===== src/rtl/fp_mult_arbiter.sv =====
// fp_mult_arbiter
// Shares one fixed-latency single-precision multiplier core between two
// requesters. Round-robin grant, tag pipeline that routes each result back to
// its owner, one-entry response register and sticky status per requester.
//
// Ports
//   clk, rst             clock (rising edge), async active-low reset
//   req_valid_i/ready_o  per-requester request handshake (ready is the grant)
//   req_a_i, req_b_i     operands, requester i at [32i+31:32i]
//   mul_valid_o/a_o/b_o  operation issued to the core (operands zero when idle)
//   mul_z_i/status_i     core result, LAT cycles after issue
//   rsp_valid_o/ready_i  per-requester response handshake
//   rsp_z_o/status_o     held result and its flags, requester i at slice i
//   sticky_o/clr_i       OR-accumulated flags and their per-requester clear
//
// state    | meaning
// IDLE     | no operation outstanding, eligible for a grant
// INFLIGHT | operation issued, tag travelling through the core pipeline
// HOLD     | result captured, waiting for the response handshake
module fp_mult_arbiter #(
  parameter int LAT = 2
) (
  input  logic        clk,
  input  logic        rst,
  input  logic [1:0]  req_valid_i,
  output logic [1:0]  req_ready_o,
  input  logic [63:0] req_a_i,
  input  logic [63:0] req_b_i,
  output logic        mul_valid_o,
  output logic [31:0] mul_a_o,
  output logic [31:0] mul_b_o,
  input  logic [31:0] mul_z_i,
  input  logic [5:0]  mul_status_i,
  output logic [1:0]  rsp_valid_o,
  input  logic [1:0]  rsp_ready_i,
  output logic [63:0] rsp_z_o,
  output logic [11:0] rsp_status_o,
  output logic [11:0] sticky_o,
  input  logic [1:0]  sticky_clr_i
);

  typedef enum logic [1:0] {IDLE, INFLIGHT, HOLD} state_t;

  state_t         state_q [2];
  logic           last_q;
  logic [LAT-1:0] tag_v_q;
  logic [LAT-1:0] tag_id_q;
  logic [31:0]    rsp_z_q      [2];
  logic [5:0]     rsp_status_q [2];
  logic [5:0]     sticky_q     [2];

  logic [1:0] elig;
  logic [1:0] grant;
  logic [1:0] cap;

  always_comb begin
    elig  = '0;
    cap   = '0;
    grant = '0;
    for (int i = 0; i < 2; i++) begin
      elig[i] = req_valid_i[i] && (state_q[i] == IDLE);
      cap[i]  = tag_v_q[LAT-1] && (tag_id_q[LAT-1] == 1'(i));
    end
    // Grant is suppressed while reset is asserted so nothing reaches the core.
    if (rst) begin
      if (elig == 2'b11) grant = last_q ? 2'b01 : 2'b10;
      else               grant = elig;
    end
  end

  assign req_ready_o = grant;
  assign mul_valid_o = |grant;

  always_comb begin
    mul_a_o = '0;
    mul_b_o = '0;
    if (grant[0]) begin
      mul_a_o = req_a_i[31:0];
      mul_b_o = req_b_i[31:0];
    end else if (grant[1]) begin
      mul_a_o = req_a_i[63:32];
      mul_b_o = req_b_i[63:32];
    end
  end

  always_comb begin
    rsp_valid_o  = '0;
    rsp_z_o      = '0;
    rsp_status_o = '0;
    sticky_o     = '0;
    for (int i = 0; i < 2; i++) begin
      rsp_valid_o[i]         = (state_q[i] == HOLD);
      rsp_z_o[32*i +: 32]    = rsp_z_q[i];
      rsp_status_o[6*i +: 6] = rsp_status_q[i];
      sticky_o[6*i +: 6]     = sticky_q[i];
    end
  end

  always_ff @(posedge clk or negedge rst) begin
    if (!rst) begin
      last_q   <= 1'b1;
      tag_v_q  <= '0;
      tag_id_q <= '0;
      for (int i = 0; i < 2; i++) begin
        state_q[i]      <= IDLE;
        rsp_z_q[i]      <= '0;
        rsp_status_q[i] <= '0;
        sticky_q[i]     <= '0;
      end
    end else begin
      if (|grant) last_q <= grant[1];

      tag_v_q[0]  <= |grant;
      tag_id_q[0] <= grant[1];
      for (int k = 1; k < LAT; k++) begin
        tag_v_q[k]  <= tag_v_q[k-1];
        tag_id_q[k] <= tag_id_q[k-1];
      end

      for (int i = 0; i < 2; i++) begin
        case (state_q[i])
          IDLE:     if (grant[i]) state_q[i] <= INFLIGHT;
          INFLIGHT: if (cap[i]) state_q[i] <= HOLD;
          HOLD:     if (rsp_ready_i[i]) state_q[i] <= IDLE;
          default:  state_q[i] <= IDLE;
        endcase

        if (cap[i]) begin
          rsp_z_q[i]      <= mul_z_i;
          rsp_status_q[i] <= mul_status_i;
        end

        // A clear does not drop flags captured in the same cycle.
        sticky_q[i] <= (sticky_clr_i[i] ? 6'd0 : sticky_q[i]) |
                       (cap[i] ? mul_status_i : 6'd0);
      end
    end
  end

endmodule

===== config.mk =====
export PLATFORM = sky130hd
export DESIGN_NAME = fp_mult_arbiter
export DESIGN_NICKNAME = d
export VERILOG_FILES = /design/src/rtl/fp_mult_arbiter.sv
export SDC_FILE = /design/constraint.sdc
export NUM_CORES = 1
export LEC_CHECK = 0
export CORE_MARGIN = 5
export CORE_UTILIZATION = 33
export CTS_BUF_LIST = sky130_fd_sc_hd__clkbuf_8
export DETAILED_ROUTE_END_ITERATION = 8
export HOLD_SLACK_MARGIN = 0.03
export PLACE_DENSITY = 0.8
export SETUP_SLACK_MARGIN = 0.05
export SYNTH_ARGS = -nofsm -noshare
export SYNTH_HDL_FRONTEND = slang
export SYNTH_SLANG_ARGS = --single-unit

===== constraint.sdc =====
create_clock -name clk -period 1.5 [get_ports clk]
set_clock_uncertainty 0.05 [all_clocks]
set_input_delay 0.225 -clock clk [delete_from_list [all_inputs] [get_ports clk]]
set_output_delay 0.225 -clock clk [all_outputs]
set_load 0.005 [all_outputs]

==> reports/qor.csv <==
stage,metric,value,unit
run_status,run_status,"complete, but fails checks",
run_status,violations,negative setup slack,
drt,drtIter0Drc,316,
clocking,cts_sinks,97,
drt,firstDrtPassIters,4,
power_and_ir_drop,totalPowerFinal,9.58,mW
finish,nets,1192,
synth,synth_area,4650,um^2
finish,final_cells,1204,
synth,yosysSeqAreaShare,52.2,%
sta,maxSlewHeadroom,33.7,%
finish,final_cell_mix,"nand2_1, clkdlybuf4s50_1, dfrtp_1",
power_and_ir_drop,p_leak,4.55,nW
global_route,track_usage,25.1,%
sta,tightest_slew,0.995,ns
place,dp_hpwl,14400,um
place,placed_area,8330,um^2
global_route,overflow,0,
sta,rsz0062_at_grt,yes,
finish,drive_gt1_share,24.7,%
setup_path,cp-start-kind,flop,
synth,synth_warnings,0,
sta,setup_slack,-0.864,ns
global_route,grt_start_max_net_pins,80,
synth,netlist_instances,614,
worst_hold_path,hp-class,input port to asynchronous set/reset pin,
drt,vias,5970,
place,post-place-cells,1108,
sta,slew_viol_final,0,
power_and_ir_drop,peakVddDrop,456,uV
synth,synth_cell_type_count,24,
finish,final_common_cell,nand2_1,
power_and_ir_drop,power_density,994,nW/um^2
clocking,root_buffer,clkbuf_8,
die,rows,43,
drt,wl_per_cell,18.7,um
synth,syn_nets,788,
setup_path,end_kind,primary output,
setup_path,crit_type,flop to primary output,
die,design.core.area,13800,um^2
drt,drc,0,
finish,multi_input_area,2440,um^2
global_route,grt_pass1_wl,32200,um
global_route,antenna_found_initial,1,
place,io_buffers,330,
finish,fin_util,69.7,%
sta,finalCritPeriodShare,158,%
sta,min_period,2.36,ns
die,pin_count,331,
setup_path,worstPathMaxFanout,5,
sta,setup_viol,70,
flow_run,maxCapViolations,0,
drt,detail_route.vias_per_cell,4.96,
setup_path,arrival,2.09,ns
drt,routed_wl,22500,um
place,gp_congestion,0.893,
die,dieArea,16600,um^2
synth,syn_area_per_cell,7.57,um^2
place,dp_slack,-0.944,ns
clocking,cts_tree,yes,
clocking,clock_path_buffers,2,
clocking,numCtsBuffers,9,
clocking,cts.clk_slew.worst_paths,0.09,ns
drt,final_antenna_net_count,0,
setup_path,cp_data_required_time,1.22,ns
finish,syn2layout_area_growth,107,%
die,die_w,129,um
die,initial_utilization,33.6,%
clocking,worst_skew_pair.late_latency,0.35,ns
sta,max_freq,423,MHz
synth,ys_ff_latch,97,
sta,hold_viol_final,0,
clocking,cts.htree.levels,3,
global_route,grt_pass1_vias,6013,
finish,fillers,1072,
die,die_y,129,um
finish,ff_latch_area,2430,um^2
finish,stdcell_area,9640,um^2
[area by class of cell]
| class | count | share of cell area (%) |
|---|---|---|
| well taps | 180 | 2.34 |
| repair buffers | 438 | 44.3 |
| multi-input cells | 457 | 25.3 |
| clock inverters | 7 | 0.974 |
| inverters | 15 | 0.584 |
| clock buffers | 9 | 1.29 |
| diodes | 1 | 0.0260 |
| flip-flops and latches | 97 | 25.2 |
[logic make-up after synthesis]
| group | after synthesis | synth area share (%) |
|---|---|---|
| DFF | 97 | 52.2 |
| AOI/OAI and AO/OA | 83 | 10.9 |
| buffers and inverters | 60 | 5.92 |
| and+or+nand+nor | 374 | 30.9 |
[cells in the mapped netlist]
| cell | count | area [um^2] |
|---|---|---|
| buf_6 | 4 | 45.0 |
| nand3_1 | 1 | 5.00 |
| buf_2 | 10 | 50.1 |
| nand2_1 | 358 | 1340 |
| a31oi_1 | 1 | 6.26 |
| nor2_1 | 5 | 18.8 |
| a21oi_1 | 1 | 5.00 |
| nor2b_1 | 4 | 25.0 |
| buf_1 | 3 | 11.3 |
| o21ai_0 | 13 | 65.1 |
| o2bb2ai_1 | 1 | 8.76 |
| buf_4 | 2 | 15.0 |
| or4b_1 | 1 | 10.0 |
| inv_1 | 15 | 56.3 |
| dfrtp_1 | 96 | 2400 |
| dfstp_2 | 1 | 26.3 |
| a22o_1 | 1 | 8.76 |
| clkbuf_1 | 26 | 97.6 |
| nand3b_1 | 1 | 7.51 |
| nand2b_1 | 2 | 12.5 |
| a22oi_1 | 1 | 7.51 |
| nor4bb_1 | 1 | 10.0 |
| and2_1 | 1 | 6.26 |
| o22ai_1 | 65 | 407 |
[critical path: stages (launching register included)]
cell     delay, ns
dfrtp_1       0.44
or4b_4        0.52
nand3_4       0.14
buf_12        0.13
buf_12        0.11
buf_16        0.12
buf_6         0.09
o22ai_2       0.05
buf_2         0.13
[state kept, by name, summed over array words and instances, names as in the netlist]
register and cells:
rsp_z_o 64, rsp_status_o 12, sticky_o 12, state_q 4, tag_id_q 2, tag_v_q 2
last_q 1
[worst paths after layout]
check / from / end / slack [ns] / depth (start not counted)
min reg2reg: tag_id_q[0]$_DFF_PN0_ / tag_id_q[1]$_DFF_PN0_ / 0.31 / 0
max in group asynchronous: rst / state_q[0]$_DFFE_PN0P_ / 0.53 / 3
min in group clk: tag_id_q[0]$_DFF_PN0_ / tag_id_q[1]$_DFF_PN0_ / 0.31 / 0
min: rst / rsp_z_o[32]$_DFFE_PN0P_ / 0.19 / 2
max reg2reg: last_q$_DFFE_PN1P_ / tag_id_q[0]$_DFF_PN0_ / -0.24 / 8
max: state_q[1]$_DFFE_PN0P_ / mul_a_o[17] / -0.86 / 8
[power by group]
group          internal, mW  switching, mW
logic                  2.47           1.83
clock network         0.940          0.914
registers              3.15          0.283
[metrics by stage]
| step | hold slack [ns] | setup TNS (ns) |
|---|---|---|
| floorplan | -0.121 | -3.47 |
| global placement | 0.0244 | -60.09 |
| detailed placement | 0.0278 | -60.32 |
| CTS | 0.212 | -53.86 |
| global route | 0.269 | -56.69 |
| finish | 0.186 | -50.89 |
[repair_timing]
action,4_1_cts,5_1_grt
hold endpoints to repair,18,1
buffers inserted,55,15
hold buffers,1,1
gates resized for setup,406,80
gates cloned,11,3
setup endpoints to repair,159,73
pin swaps,4,21
[routing by layer]
metal  track usage [%]  routed length [um]
met3              6.06                1680
met2              45.1               11800
met5                 0                   0
met1              28.1                7990
met4              10.7                1010
Power figures use the tool's default switching activity.
